### src/rtl/rc5_rx_fifo_pkg.sv
// Shared constants and types for the RC5 frame receiver: register offsets,
// STAT/CTRL bit positions, FSM state encoding and the CTRL reset value.
package rc5_rx_fifo_pkg;

    localparam logic [1:0] REG_DATA = 2'd0;
    localparam logic [1:0] REG_STAT = 2'd1;
    localparam logic [1:0] REG_CTRL = 2'd2;

    localparam int STAT_ERR     = 0;
    localparam int STAT_OVF     = 1;
    localparam int STAT_LVL_LSB = 8;

    localparam int CTRL_EN     = 0;
    localparam int CTRL_INV    = 1;
    localparam int CTRL_IRQ_EN = 2;
    localparam int CTRL_FLUSH  = 3;

    localparam logic [2:0] CTRL_RESET = 3'b101;

    typedef enum logic [2:0] {
        ST_IDLE  = 3'd0,
        ST_FIRST = 3'd1,
        ST_BITS  = 3'd2,
        ST_PUSH  = 3'd3,
        ST_GUARD = 3'd4
    } rx_state_e;

    // Field order matches CTRL[2:0].
    typedef struct packed {
        logic irq_en;
        logic invert;
        logic enable;
    } ctrl_t;

endpackage

### src/rtl/rc5_rx_fifo_if.sv
// CSR bus between a bus master and the RC5 receiver; also carries the
// receiver FSM state out for observation.
interface rc5_rx_fifo_if;
    import rc5_rx_fifo_pkg::*;

    logic [13:0] csr_a;
    logic        csr_we;
    logic [31:0] csr_di;
    logic [31:0] csr_do;
    rx_state_e   fsm_state;

    modport master (output csr_a, csr_we, csr_di, input csr_do, fsm_state);
    modport slave  (input csr_a, csr_we, csr_di, output csr_do, fsm_state);

endinterface

### src/rtl/rc5_rx_fifo_fifo.sv
// Synchronous frame FIFO with a fall-through head word and a level count
// one bit wider than the pointers so full and empty are distinct.
module rc5_rx_fifo_fifo #(
    parameter int WIDTH = 14,
    parameter int DEPTH = 8
) (
    input  logic                     clk_i,
    input  logic                     rst_ni,
    input  logic                     push_i,
    input  logic                     pop_i,
    input  logic                     flush_i,
    input  logic [WIDTH-1:0]         din_i,
    output logic [WIDTH-1:0]         dout_o,
    output logic                     full_o,
    output logic                     empty_o,
    output logic [$clog2(DEPTH):0]   level_o
);
    localparam int AW = $clog2(DEPTH);

    // push_i/pop_i are single-cycle requests with no ready: a push while full
    // or a pop while empty is dropped; flush wins over both.
    logic [WIDTH-1:0] mem_q [DEPTH];
    logic [AW-1:0]    wr_q, rd_q;
    logic [AW:0]      lvl_q;
    logic             do_push, do_pop;

    assign full_o  = (lvl_q == (AW+1)'(DEPTH));
    assign empty_o = (lvl_q == '0);
    assign do_push = push_i && !full_o;
    assign do_pop  = pop_i && !empty_o;
    assign dout_o  = mem_q[rd_q];
    assign level_o = lvl_q;

    always_ff @(posedge clk_i or negedge rst_ni) begin
        if (!rst_ni) begin
            wr_q  <= '0;
            rd_q  <= '0;
            lvl_q <= '0;
        end else if (flush_i) begin
            wr_q  <= '0;
            rd_q  <= '0;
            lvl_q <= '0;
        end else begin
            if (do_push) wr_q <= wr_q + AW'(1);
            if (do_pop)  rd_q <= rd_q + AW'(1);
            lvl_q <= lvl_q + (AW+1)'(do_push) - (AW+1)'(do_pop);
        end
    end

    always_ff @(posedge clk_i) begin
        if (do_push) mem_q[wr_q] <= din_i;
    end

endmodule

### src/rtl/rc5_rx_fifo.sv
// RC5/Manchester IR frame receiver: tick generator, line synchroniser,
// decode FSM, frame FIFO and CSR bank with a level interrupt.
module rc5_rx_fifo
    import rc5_rx_fifo_pkg::*;
#(
    parameter logic [3:0] csr_addr   = 4'h0,
    parameter int         clk_freq   = 100000000,
    parameter int         bit_rate   = 570,
    parameter int         frame_bits = 14,
    parameter int         fifo_depth = 8
) (
    input  logic         sys_clk,
    input  logic         sys_rst_n,
    rc5_rx_fifo_if.slave csr,
    output logic         irq,
    input  logic         rx
);
    localparam int         DIV      = clk_freq / bit_rate / 16;
    localparam logic [15:0] DIV_M1  = 16'(DIV - 1);
    localparam int         LW       = $clog2(fifo_depth) + 1;
    localparam logic [4:0] LAST_BIT = 5'(frame_bits - 1);

    logic [15:0] div_q, div_d;
    logic        tick, sync1_q, sync2_q, line;
    rx_state_e   state_q, state_d;
    logic [3:0]  phase_q, phase_d, phase_nx;
    logic [4:0]  bit_q, bit_d;
    logic        half_q, half_d;
    logic [frame_bits-1:0] shift_q, shift_d, fifo_head;
    logic        fsm_push, err_set, ovf_set;
    logic        err_q, err_d, ovf_q, ovf_d, irq_q, irq_d;
    ctrl_t       ctrl_q, ctrl_d;
    logic [31:0] csr_do_q, csr_do_d, data_word;
    logic        fifo_full, fifo_empty, fifo_pop, fifo_flush;
    logic [LW-1:0] fifo_level;
    logic        sel, wr, rd;
    logic [1:0]  reg_a;

    assign tick     = (div_q == 16'd0);
    assign div_d    = tick ? DIV_M1 : div_q - 16'd1;
    assign line     = sync2_q ^ ctrl_q.invert;
    assign phase_nx = phase_q + 4'd1;

    // Phase counts ticks since the S1 mid-edge, so phase 12 is the first half
    // of the next bit and phase 4 the second half of the current one.
    always_comb begin
        state_d  = state_q;
        phase_d  = phase_q;
        bit_d    = bit_q;
        half_d   = half_q;
        shift_d  = shift_q;
        fsm_push = 1'b0;
        err_set  = 1'b0;
        if (!ctrl_q.enable) begin
            state_d = ST_IDLE;
        end else begin
            case (state_q)
                ST_IDLE: if (tick && line) begin
                    state_d = ST_FIRST;
                    phase_d = 4'd0;
                    bit_d   = 5'd0;
                end
                ST_FIRST: if (tick) begin
                    phase_d = phase_nx;
                    if (phase_nx == 4'd4) begin
                        if (line) begin
                            bit_d   = 5'd1;
                            shift_d = {{(frame_bits-1){1'b0}}, 1'b1};
                            state_d = ST_BITS;
                        end else begin
                            err_set = 1'b1;
                            phase_d = 4'd0;
                            state_d = ST_GUARD;
                        end
                    end
                end
                ST_BITS: if (tick) begin
                    phase_d = phase_nx;
                    if (phase_nx == 4'd12) begin
                        half_d = line;
                    end else if (phase_nx == 4'd4) begin
                        if (line == half_q) begin
                            err_set = 1'b1;
                            phase_d = 4'd0;
                            state_d = ST_GUARD;
                        end else begin
                            shift_d = {shift_q[frame_bits-2:0], line};
                            if (bit_q == LAST_BIT) state_d = ST_PUSH;
                            else                   bit_d   = bit_q + 5'd1;
                        end
                    end
                end
                ST_PUSH: begin
                    fsm_push = 1'b1;
                    phase_d  = 4'd0;
                    state_d  = ST_GUARD;
                end
                ST_GUARD: if (tick) begin
                    if (line)                  phase_d = 4'd0;
                    else if (phase_q == 4'd15) state_d = ST_IDLE;
                    else                       phase_d = phase_nx;
                end
                default: state_d = ST_IDLE;
            endcase
        end
    end

    rc5_rx_fifo_fifo #(.WIDTH(frame_bits), .DEPTH(fifo_depth)) u_fifo (
        .clk_i   (sys_clk),
        .rst_ni  (sys_rst_n),
        .push_i  (fsm_push),
        .pop_i   (fifo_pop),
        .flush_i (fifo_flush),
        .din_i   (shift_q),
        .dout_o  (fifo_head),
        .full_o  (fifo_full),
        .empty_o (fifo_empty),
        .level_o (fifo_level)
    );

    assign sel        = (csr.csr_a[13:10] == csr_addr);
    assign reg_a      = csr.csr_a[1:0];
    assign wr         = sel && csr.csr_we;
    assign rd         = sel && !csr.csr_we;
    assign fifo_pop   = rd && (reg_a == REG_DATA) && !fifo_empty;
    assign fifo_flush = wr && (reg_a == REG_CTRL) && csr.csr_di[CTRL_FLUSH];
    assign ovf_set    = fsm_push && fifo_full;

    // A flag raised in the same cycle as its W1C clear stays set.
    assign err_d  = (err_q & ~(wr && reg_a == REG_STAT && csr.csr_di[STAT_ERR])) | err_set;
    assign ovf_d  = (ovf_q & ~(wr && reg_a == REG_STAT && csr.csr_di[STAT_OVF])) | ovf_set;
    assign ctrl_d = (wr && reg_a == REG_CTRL) ? ctrl_t'(csr.csr_di[2:0]) : ctrl_q;
    assign irq_d  = ctrl_q.irq_en && (fifo_level != '0);

    always_comb begin
        data_word = '0;
        if (!fifo_empty) begin
            data_word[frame_bits-1:0] = fifo_head;
            data_word[31]             = 1'b1;
        end
    end

    always_comb begin
        csr_do_d = '0;
        if (rd) begin
            case (reg_a)
                REG_DATA: csr_do_d = data_word;
                REG_STAT: begin
                    csr_do_d[STAT_ERR] = err_q;
                    csr_do_d[STAT_OVF] = ovf_q;
                    csr_do_d[STAT_LVL_LSB +: 8] = 8'(fifo_level);
                end
                REG_CTRL: csr_do_d[2:0] = ctrl_q;
                default:  csr_do_d = '0;
            endcase
        end
    end

    always_ff @(posedge sys_clk or negedge sys_rst_n) begin
        if (!sys_rst_n) begin
            div_q    <= DIV_M1;
            sync1_q  <= 1'b0;
            sync2_q  <= 1'b0;
            state_q  <= ST_IDLE;
            phase_q  <= '0;
            bit_q    <= '0;
            half_q   <= 1'b0;
            shift_q  <= '0;
            err_q    <= 1'b0;
            ovf_q    <= 1'b0;
            ctrl_q   <= ctrl_t'(CTRL_RESET);
            irq_q    <= 1'b0;
            csr_do_q <= '0;
        end else begin
            div_q    <= div_d;
            sync1_q  <= rx;
            sync2_q  <= sync1_q;
            state_q  <= state_d;
            phase_q  <= phase_d;
            bit_q    <= bit_d;
            half_q   <= half_d;
            shift_q  <= shift_d;
            err_q    <= err_d;
            ovf_q    <= ovf_d;
            ctrl_q   <= ctrl_d;
            irq_q    <= irq_d;
            csr_do_q <= csr_do_d;
        end
    end

    assign csr.csr_do    = csr_do_q;
    assign csr.fsm_state = state_q;
    assign irq           = irq_q;

    logic unused_bits;
    assign unused_bits = &{1'b0, csr.csr_a[9:2], csr.csr_di[31:4]};

endmodule
### src/flat_wrapper.sv
// flat-port wrapper written by rule: the top's interface ports become plain ports
module rc5_rx_fifo_flat import rc5_rx_fifo_pkg::*;
#(
    parameter logic [3:0] csr_addr   = 4'h0,
    parameter int         clk_freq   = 100000000,
    parameter int         bit_rate   = 570,
    parameter int         frame_bits = 14,
    parameter int         fifo_depth = 8
)
  (sys_clk, sys_rst_n, irq, rx, csr_csr_a, csr_csr_we, csr_csr_di, csr_csr_do, csr_fsm_state);
  rc5_rx_fifo_if csr_i ();
  input  logic sys_clk;
  input  logic sys_rst_n;
  output logic irq;
  input  logic rx;
  input wire logic [$bits(csr_i.csr_a)-1:0] csr_csr_a;
  input wire logic [$bits(csr_i.csr_we)-1:0] csr_csr_we;
  input wire logic [$bits(csr_i.csr_di)-1:0] csr_csr_di;
  output wire logic [$bits(csr_i.csr_do)-1:0] csr_csr_do;
  output wire logic [$bits(csr_i.fsm_state)-1:0] csr_fsm_state;
  assign csr_i.csr_a = csr_csr_a;
  assign csr_i.csr_we = csr_csr_we;
  assign csr_i.csr_di = csr_csr_di;
  assign csr_csr_do = csr_i.csr_do;
  assign csr_fsm_state = csr_i.fsm_state;
  rc5_rx_fifo #(.csr_addr(csr_addr), .clk_freq(clk_freq), .bit_rate(bit_rate), .frame_bits(frame_bits), .fifo_depth(fifo_depth)) u_core (.sys_clk(sys_clk), .sys_rst_n(sys_rst_n), .csr(csr_i), .irq(irq), .rx(rx));
endmodule
### config.mk
export PLATFORM = sky130hd
export DESIGN_NAME = rc5_rx_fifo_flat
export DESIGN_NICKNAME = d
export VERILOG_FILES = /design/src/rtl/rc5_rx_fifo_pkg.sv /design/src/rtl/rc5_rx_fifo_if.sv /design/src/rtl/rc5_rx_fifo_fifo.sv /design/src/rtl/rc5_rx_fifo.sv /design/src/flat_wrapper.sv
export SDC_FILE = /design/constraint.sdc
export NUM_CORES = 1
export LEC_CHECK = 0
export BUFFER_PORTS_ARGS = -buffer_cell sky130_fd_sc_hd__buf_2
export CAP_MARGIN = 25
export CORE_MARGIN = 1.5
export CORE_UTILIZATION = 35
export CTS_BUF_LIST = sky130_fd_sc_hd__clkbuf_16
export DETAILED_ROUTE_END_ITERATION = 7
export SKIP_LAST_GASP = 1
export SYNTH_ARGS = -nofsm -noshare
export SYNTH_HDL_FRONTEND = slang
export SYNTH_SLANG_ARGS = --single-unit
### constraint.sdc
create_clock -name sys_clk -period 3 [get_ports sys_clk]
set_clock_uncertainty 0.1 [all_clocks]
set_input_delay 0.3 -clock sys_clk [delete_from_list [all_inputs] [get_ports sys_clk]]
set_output_delay 0.3 -clock sys_clk [all_outputs]
set_load 0.005 [all_outputs]
# --- Word level (Yosys, flattened, before mapping) ---
# Memory sizes are Yosys's and may differ from the RTL's.
# Cells that the tools add are included.
word_totals:
  ram_bits: 112
  register_bits: 93
  mem_count: 1
  out_inout_bits: 36
  wordCells: 170
classes:
  bitwise: 7
  n_reduce_logical: 33
  eq_ne: 33
  n_addsub: 7
  n_mux: 71
mem_list:
  columns: ["name", "depth", "word_bits", "read_ports", "rd_ports_with_merged_regs", "wr", "line_no", "rtl"]
  rows:
  - ["u_core.u_fifo.mem_q", 8, 14, 1, 0, 1, "rc5_rx_fifo_fifo.sv:22", "logic [WIDTH-1:0] mem_q [DEPTH];"]
op_table:
  columns: ["op", "n"]
  rows:
  - ["14-bit two-way mux", 8]
  - ["3-bit two-way mux", 17]
  - ["5-bit two-way mux", 10]
  - ["4-bit two-way mux", 12]
  - ["16-bit two-way mux", 2]
  - ["32-bit two-way mux", 1]
  - ["14-bit one-hot mux with 2 select lines", 1]
  - ["4-bit one-hot mux with 5 select lines", 1]
  - ["3-bit inequality test, second input constant", 6]
  - ["16-bit zero test", 1]
  - ["16-bit by 1-bit subtractor with 16-bit output, second input constant", 1]
  - ["3-bit one-hot mux with 5 select lines", 1]
  - ["5-bit one-hot mux with 3 select lines", 1]
  - ["1-bit logical AND", 14]
  - ["2-bit by 1-bit inequality test with 1-bit output, second input constant", 7]
  - ["1-bit two-way mux", 13]
  - ["4-bit == test, second input constant", 3]
  - ["3-bit by 2-bit inequality test with 1-bit output, second input constant", 4]
  - ["6-bit one-hot mux with 2 select lines", 1]
  - ["11-bit AND reduction", 1]
  - ["10-bit AND reduction", 1]
  - ["9-bit AND reduction", 1]
  - ["4-bit zero test", 2]
  - ["7-bit AND reduction", 1]
  - ["other kinds (29)", 41]

# --- Logic depth before layout (Yosys ltp) ---
# Gate-level depths: netlist (run 1).
logic_depth:
  depth_word: 9
  ltp_mapped: 13
  mapped_depth_nobuf: 12

# --- Cells and area by module ---
# From an unflattened synthesis (run 1), not the netlist that was laid out.
hier_totals:
  hier_cells: 588
  area_unflattened_um2: 8379.3
modules_own_cells:
  columns: ["module", "cells_each", "area_each_um2", "instances"]
  rows:
  - ["rc5_rx_fifo_fifo", 235, 4949.7, 1]
  - ["rc5_rx_fifo", 353, 3429.5, 1]

# --- Worst setup path after synthesis (run 1) ---
# OpenSTA, ideal clock, no wires.
synth_timing:
  path_type: "register -> register"
  start: "register u_core.ctrl_q[0] (netlist name)"
  end: "memory u_core.u_fifo.mem_q[0][0] (enable)"
  arrival_ns: 2.367
  t_required_ns: 2.497
  path_buffers: 0
  path_slack_ns: 0.131
  path_stages_with_launch: 6
  cell_sequence: "dfstp_2 -> nor2b_1 -> and3_1 -> and2_1 -> nand2b_1 -> nor3_1"
synth_between:
  elab_chain_cells: 4
synth_rtl:
  columns: ["element", "line_no", "rtl"]
  rows:
  - ["from (decl)", "rc5_rx_fifo.sv:32", "ctrl_t ctrl_q, ctrl_d;"]
  - ["from (signal assigned)", "rc5_rx_fifo.sv:171", "ctrl_q <= ctrl_t'(CTRL_RESET);"]
  - ["from (signal assigned)", "rc5_rx_fifo.sv:185", "ctrl_q <= ctrl_d;"]
  - ["1-bit two-way mux", "rc5_rx_fifo.sv:54", "if (!ctrl_q.enable) begin"]
  - ["1-bit logical AND", "rc5_rx_fifo_fifo.sv:29", "assign do_push = push_i && !full_o;"]
  - ["1-bit two-way mux", "rc5_rx_fifo_fifo.sv:51", "if (do_push) mem_q[wr_q] <= din_i;"]
  - ["1-bit two-way mux (not written as such)", "rc5_rx_fifo_fifo.sv:51", null]
  - ["to (decl)", "rc5_rx_fifo_fifo.sv:22", null]
# Every way passes these cells.

# --- Worst setup path in the final report (run 1) ---
layout_timing:
  start: "register u_core.u_fifo.lvl_q[2] (netlist: u_core.u_fifo.level_o[2])"
  end: "register u_core.u_fifo.lvl_q[1] (netlist: u_core.u_fifo.level_o[1])"
layout_between:
  elab_chain_cells: 6
  elab_cells_between_ends: 10
layout_rtl:
  columns: ["element", "line_no", "rtl"]
  rows:
  - ["from (decl)", "rc5_rx_fifo_fifo.sv:24", "logic [AW:0] lvl_q;"]
  - ["from (signal assigned)", "rc5_rx_fifo_fifo.sv:46", "lvl_q <= lvl_q + (AW+1)'(do_push) - (AW+1)'(do_pop);"]
  - ["4-bit == test / 4-bit zero test (equally long branches)", "rc5_rx_fifo_fifo.sv:27, rc5_rx_fifo_fifo.sv:28", null]
  - ["1-bit zero test, on equally long branches", "rc5_rx_fifo_fifo.sv:29, rc5_rx_fifo_fifo.sv:30, rc5_rx_fifo.sv:125", null]
  - ["1-bit logical AND, on equally long branches", "rc5_rx_fifo_fifo.sv:29, rc5_rx_fifo.sv:125", null]
  - ["4-bit by 1-bit adder with 4-bit output / 1-bit logical AND (equally long branches)", "rc5_rx_fifo_fifo.sv:46, rc5_rx_fifo_fifo.sv:30", null]
  - ["4-bit by 1-bit subtractor with 4-bit output *", "rc5_rx_fifo_fifo.sv:46", null]
  - ["4-bit two-way mux *", "rc5_rx_fifo_fifo.sv:39", "end else if (flush_i) begin"]
# Mark *: on every way between the ends. The rest lies on a longest branch, timed or not.
# A chain may end at the register's enable or synchronous reset.

==> results.toml, run 1 <==
[worst_setup_path]
r2r_setup_slack_ns = 0.34
reg2reg_from = "u_core.u_fifo.level_o[2]"
critPathMaxFanout = 4
cp_slowest_cell = "fa_1"
cp_top_family = "adder cells"
worstSetupPathType = "flip-flop to flip-flop"
crit_chain = "inv_1 > ha_1 > a211o_1 > or2_2 > inv_1 > ha_1 > inv_1 > ha_1 > fa_1 > nor2b_1"
arrival_ns = 2.85
r2r_cells = 10
crit_buf_inv = 3
regToRegEndpoint = "u_core.u_fifo.level_o[1]"
worstPathRequired_ns = 3.19
slowest_delay_ns = 0.43
endpoint_kind = "flip-flop"
start_kind = "flip-flop"

[cts]
cts_tree = "built"
cts.sink_count = 188
clockBufferDepth = 2
postCtsSetupRepairBufs = 0
cts_buffers = 17
insertion_delay_ns = 0.43
h-tree-depth = 4
clk_pin_slew_ns = 0.07
cts_root_buf = "clkbuf_16"

[min_path]
hp-start = "csr_csr_di[0]"
hold_class = "input port to flip-flop"
whs_path_depth = 2
hold_end = "u_core.ctrl_q[0]"

[timing]
fin_crit_ns = 2.655
rsz0062_at_grt = "false"
drv_slew = 0
fin_hold_ws_ns = 0.01842
tightestPinTransition_ns = 0.7205
finalSetupViolations = 0
fmaxAchievable_mhz = 376.6
slew_headroom = 0.5179
hold_viol = 0
fin_crit_sh = 0.8850
finalSetupTns_ns = 0

[power]
clockPowerShare = 0.401
peakVddDrop_uv = 365.4
p_seq_frac = 0.517
p_sw_mw = 1.347
p_per_area_nw_per_um2 = 579.8
combPwrFrac = 0.081
internal-power_mw = 4.168
p_leak_nw = 3.326
switching_share = 0.2443

[floorplan]
fp.dieW_um = 156.8
die_h_um = 156.8
row_count = 56
start_util = 0.3549
die-area_um2 = 24590
num_io_pins = 86
core_area_um2 = 23330

[synthesis]
synth_ff_type = "edfxtp_1"
synth_top_area_cell = "edfxtp_1"
syn_inst = 604
yosysMostFrequentCell = "edfxtp_1"
synth.top_cells.by_area = "edfxtp_1, dfrtp_1, mux4_2"
ys_seq_area_frac = 0.6373
synthArstFlopShare = 0.4043
synthTopCellsByCount = "edfxtp_1, dfrtp_1, nand2_1"
avgSynthCellArea_um2 = 13.71
yosysWarnings = 0
synth_edf_count = 112
synth_seq_cells = 188
yosys.area.top_type_share = 0.4061
syn-cell-area_um2 = 8282
synth_cell_types = 65

[grt]
grt_pass1_vias = 5097
grt_max_degree = 50
overflow = 0
grt_pass1_wl_um = 26880
antenna_found_initial = 0
gr-usage-all-layers = 0.1440

[route]
firstDrtPassIters = 7
wl_per_cell_um = 16.93
drcViolationCount = 0
ant_nets = 0
drt_iter0_drc = 358
drt-total-wl_um = 16850
via_per_inst = 4.979
num_vias = 4954

[placed_design]
place.gp.congestion = 0.7962
portBuffers = 32
dp_hpwl_um = 10740

[finish]
syn2layout_area_growth_pct = 14.85
nNetsFinal = 728
insertedDiodeCount = 0
fillers = 2134
drive_gt1_frac = 0.2278

[outcome]
status = "finished, final reports clean"

[job]
maxCapViolations = 0
-- power by group through the flow --
stage / logic [mW] / clock network (mW) / registers [mW]
global placement: 0.432 / 0 / 2.91
detailed placement: 0.448 / 0 / 2.91
floorplan: 0.372 / 0 / 2.86
finish: 0.448 / 2.21 / 2.85
CTS: 0.454 / 2.27 / 2.86
global route: 0.506 / 2.35 / 2.86
-- worst register-to-register path: stages, from the launching register on --
cell and delay (ns):
dfrtp_1 0.35, inv_1 0.08, ha_1 0.22, a211o_1 0.27, or2_2 0.29, inv_1 0.14, ha_1 0.25, inv_1 0.06
ha_1 0.20, fa_1 0.43, nor2b_1 0.14
-- cells in the final DEF, fill, tap and decap left out, types with 10 or more instances in the layout --
cell type  count
a21oi_1       23
nor2_1        52
buf_2         31
mux2i_1       14
edfxtp_1     112
conb_1        17
nor3_1        11
inv_1         16
nand3_1       11
buf_4         31
dfstp_2       10
ha_1          14
nor2b_1       11
mux4_2        28
clkbuf_16     17
o21ai_0       12
nand2_1       64
dfrtp_1       65
-- flip-flops by register name, summed over array words and instances (netlist names) --
register and count:
u_core.bit_q 5, u_core.csr.csr_do 15, u_core.csr.fsm_state 3, u_core.ctrl_q 3, u_core.div_q 16, u_core.err_q 1
u_core.half_q 1, u_core.irq 1, u_core.ovf_q 1, u_core.phase_q 4, u_core.shift_q 14, u_core.sync1_q 1
u_core.sync2_q 1, u_core.u_fifo.level_o 4, u_core.u_fifo.mem_q 112, u_core.u_fifo.rd_q 3, u_core.u_fifo.wr_q 3
-- metrics by stage --
step	instance area, um2	total power [mW]	setup WS [ns]	utilization	instances
4_1_cts	9512	5.576	0.3238	0.4077	995
6_report	9512	5.515	0.3449	0.4077	995
2_1_floorplan	8342	3.229	0.1305	-	620
5_1_grt	9512	5.723	0.1624	0.4077	995
3_5_place_dp	8901	3.359	0.1983	0.3815	960
3_3_place_gp	8901	3.339	0.2927	0.3815	960
-- logic make-up after synthesis --
kind of cell,count (synthesis),share of synthesized area
other,1,0.0004528
AND/OR/NAND/NOR,200,0.1219
adder cells (fa/ha/maj),15,0.02357
flip-flops,188,0.6373
multiplexers,48,0.1017
buffers and inverters,56,0.03626
AO/OA/AOI/OAI,81,0.06300
XOR/XNOR,15,0.01586
-- cell type report --
| cell class | instances | area [um2] | area share |
|---|---|---|---|
| clock buffer | 17 | 425.4 | 0.04473 |
| clock inverter | 15 | 155.1 | 0.01631 |
| inverter | 15 | 56.30 | 0.005919 |
| multi-input combinational | 376 | 2779 | 0.2922 |
| sequential | 188 | 5279 | 0.5550 |
| tap | 319 | 399.1 | 0.04196 |
| timing repair buffer | 65 | 417.9 | 0.04394 |
-- what timing repair did --
action | 4_1_cts | 5_1_grt
endpoints found under the hold margin | 47 | 0
resized for setup | 0 | 0
hold buffers | 3 | 0
-- per-layer routing --
layer	vias to the layer above	GRT usage	wire [um]
met5	-	0	0
met4	0	0.05442	266
met3	23	0.02409	489
met1	2513	0.1835	7582
met2	101	0.2455	8506
li1	2317	-	-
-- worst max-delay path by stage --
| stage | end | from | slack (ns) | cells after the start |
|---|---|---|---|---|
| finish | u_core.u_fifo.level_o[1] | u_core.u_fifo.level_o[2] | 0.34 | 10 |
| floorplan | u_core.u_fifo.mem_q[0][0] | u_core.ctrl_q[0] | 0.13 | 5 |
| global placement | u_core.u_fifo.level_o[1] | csr_csr_a[11] | 0.29 | 10 |
| detailed placement | u_core.u_fifo.level_o[1] | csr_csr_a[11] | 0.20 | 10 |
| CTS | u_core.u_fifo.level_o[2] | u_core.ctrl_q[0] | 0.32 | 10 |
| global route | u_core.u_fifo.level_o[2] | u_core.ctrl_q[0] | 0.16 | 10 |
(Power assumes the default switching activity.)
==> run 2: changes to the inputs <==
==> constraint.sdc (replaced) <==
create_clock -name sys_clk -period 2.6 [get_ports sys_clk]
set_clock_uncertainty 0.1 [all_clocks]
set_input_delay 0.26 -clock sys_clk [delete_from_list [all_inputs] [get_ports sys_clk]]
set_output_delay 0.26 -clock sys_clk [all_outputs]
set_load 0.005 [all_outputs]
==> run 2 against run 1 <==
Effect of this change: sequential share of layout area down 1.3 points; power grew 15%; die area unchanged; combinational power grew 27%; flip-flop and latch count stayed put; setup slack worse by 0.24 ns; non-clock buffer count is 9 higher; worst hold slack worse by 0.0060 ns; routed wire length fell by 1.6%; fmax increased by 6.5%; sequential power up 15%.
==> results.toml, run 2 (synthesis gave the netlist of run 1 again) <==
[worst_setup_path]
worstPathRequired_ns = 2.81
arrival_ns = 2.71
endpoint_kind = "flip-flop"
slowest_delay_ns = 0.40
critPathCapture = "u_core.u_fifo.level_o[1]"
r2r_setup_slack_ns = 0.11
worstSetupPathType = "flip-flop to flip-flop"
crit_chain = "inv_2 > ha_2 > a211o_1 > or2_4 > inv_4 > ha_1 > inv_1 > ha_2 > fa_1 > nor2b_1"
cp_slowest_cell = "fa_1"
reg2reg_from = "u_core.u_fifo.level_o[2]"
start_kind = "flip-flop"
r2r_cells = 10
crit_buf_inv = 3
path_common_cell = "ha_2"
critPathMaxFanout = 4
cp.depth = 10
cp_top_family = "adder cells"
startpoint = "u_core.u_fifo.level_o[2]"
regToRegEndpoint = "u_core.u_fifo.level_o[1]"

[finish]
insertedDiodeCount = 0
final_cell_area_um2 = 9742
drive_gt1_frac = 0.2526
final_common_cell = "edfxtp_1"
syn2layout_area_growth_pct = 17.63
nNetsFinal = 737
layout_common_cells = "edfxtp_1, nand2_1, dfrtp_1, nor2_1, buf_2"
largest_register = "u_core.u_fifo.mem_q"
finish.utilization = 0.4175
largest_register_ffs = 112

[grt]
grt_pass1_wl_um = 26540
grt_pass1_vias = 5054
overflow = 0
grt_max_degree = 77
antenna_found_initial = 0
gr-usage-all-layers = 0.1423

[cts]
cts_tree = "built"
insertion_delay_ns = 0.42
clockBufferDepth = 2
h-tree-depth = 4
clk_pin_slew_ns = 0.07
cts_root_buf = "clkbuf_16"
postCtsSetupRepairBufs = 0
cts_buffers = 17
cts.sink_count = 188

[power]
p_leak_nw = 3.397
p_per_area_nw_per_um2 = 649.8
peakVddDrop_uv = 395.5

[timing]
rsz0062_at_grt = "true"
slew_headroom = 0.6085
fmaxAchievable_mhz = 401.3
drv_slew = 0
hold_viol = 0
finalSetupViolations = 0
tightestPinTransition_ns = 0.5811
fin_crit_sh = 0.9585
fin_crit_ns = 2.492

[outcome]
status = "finished, final reports clean"

[placed_design]
portBuffers = 32
dp_hpwl_um = 10600
dpl_cell_area_um2 = 9084
place.gp.congestion = 0.8254

[floorplan]
fp.dieW_um = 156.8
core_area_um2 = 23330
row_count = 56
die_h_um = 156.8
start_util = 0.3549
num_io_pins = 86
die-area_um2 = 24590

[job]
maxCapViolations = 0

[route]
num_vias = 4936
wl_per_cell_um = 16.51
drt_iter0_drc = 373
drt-total-wl_um = 16580
ant_nets = 0
via_per_inst = 4.916
drcViolationCount = 0
firstDrtPassIters = 5

[min_path]
hold_class = "input port to flip-flop"
[run 2: cell types whose count changed in the layout (fill, tap and decap cells not counted), sizes merged]
cell / delta
inv: +1
bufinv: -1
buf: +9
[run 2: what timing repair did]
item	in CTS	in global routing
hold buffers	3	0
endpoints found under the hold margin	68	0
pin swaps	0	2
endpoints found under the setup margin	1	8
gates resized for setup	1	6
[run 2: how the worst min path moves through the flow]
stage                    from          endpoint  slack [ns]  cells after the start
6_report        csr_csr_di[0]  u_core.ctrl_q[0]        0.01                      2
5_1_grt         csr_csr_di[0]  u_core.ctrl_q[0]       0.008                      2
4_1_cts         csr_csr_di[0]  u_core.ctrl_q[0]       0.002                      2
3_5_place_dp   u_core.sync1_q    u_core.sync2_q        0.25                      0
3_3_place_gp   u_core.sync1_q    u_core.sync2_q        0.23                      0
2_1_floorplan       sys_rst_n   u_core.bit_q[0]       -0.14                      0
[run 2: cell type report]
cell class	count	area, um2
Fill cell	2103	13590
Sequential cell	188	5280
Multi-Input combinational cell	376	2810
Timing Repair Buffer	74	618.1
Clock buffer	17	425.4
Tap cell	319	399.1
Clock inverter	15	150.1
Inverter	15	58.81
[run 2: metrics by stage]
stage / std cells / setup TNS (ns) / total power, mW / setup WS, ns / hold WS, ns
final: 1004 / 0 / 6.331 / 0.1079 / 0.01247
after global routing: 1004 / -0.01938 / 6.610 / -0.01938 / 0.007570
after CTS: 1003 / 0 / 6.390 / 0.04916 / 0.002032
after detailed placement: 968 / -0.001841 / 3.899 / -0.001841 / 0.2515
after global placement: 968 / 0 / 3.874 / 0.07801 / 0.2321
after floorplan: 620 / 0 / 3.734 / 0.01107 / -0.1356
[run 2: metal layers]
metal	up-vias	share of wire	track usage
met5	-	0	0
met4	0	0.011	0.04036
met3	14	0.034	0.02437
met2	105	0.50	0.2480
met1	2496	0.45	0.1817
li1	2321	-	-
[run 2: power breakdown]
| part | total [mW] | internal (mW) | switching (mW) |
|---|---|---|---|
| sequential | 3.28 | 3.20 | 0.0811 |
| clock | 2.48 | 1.28 | 1.20 |
| combinational | 0.569 | 0.277 | 0.292 |
| total | 6.33 | 4.75 | 1.58 |
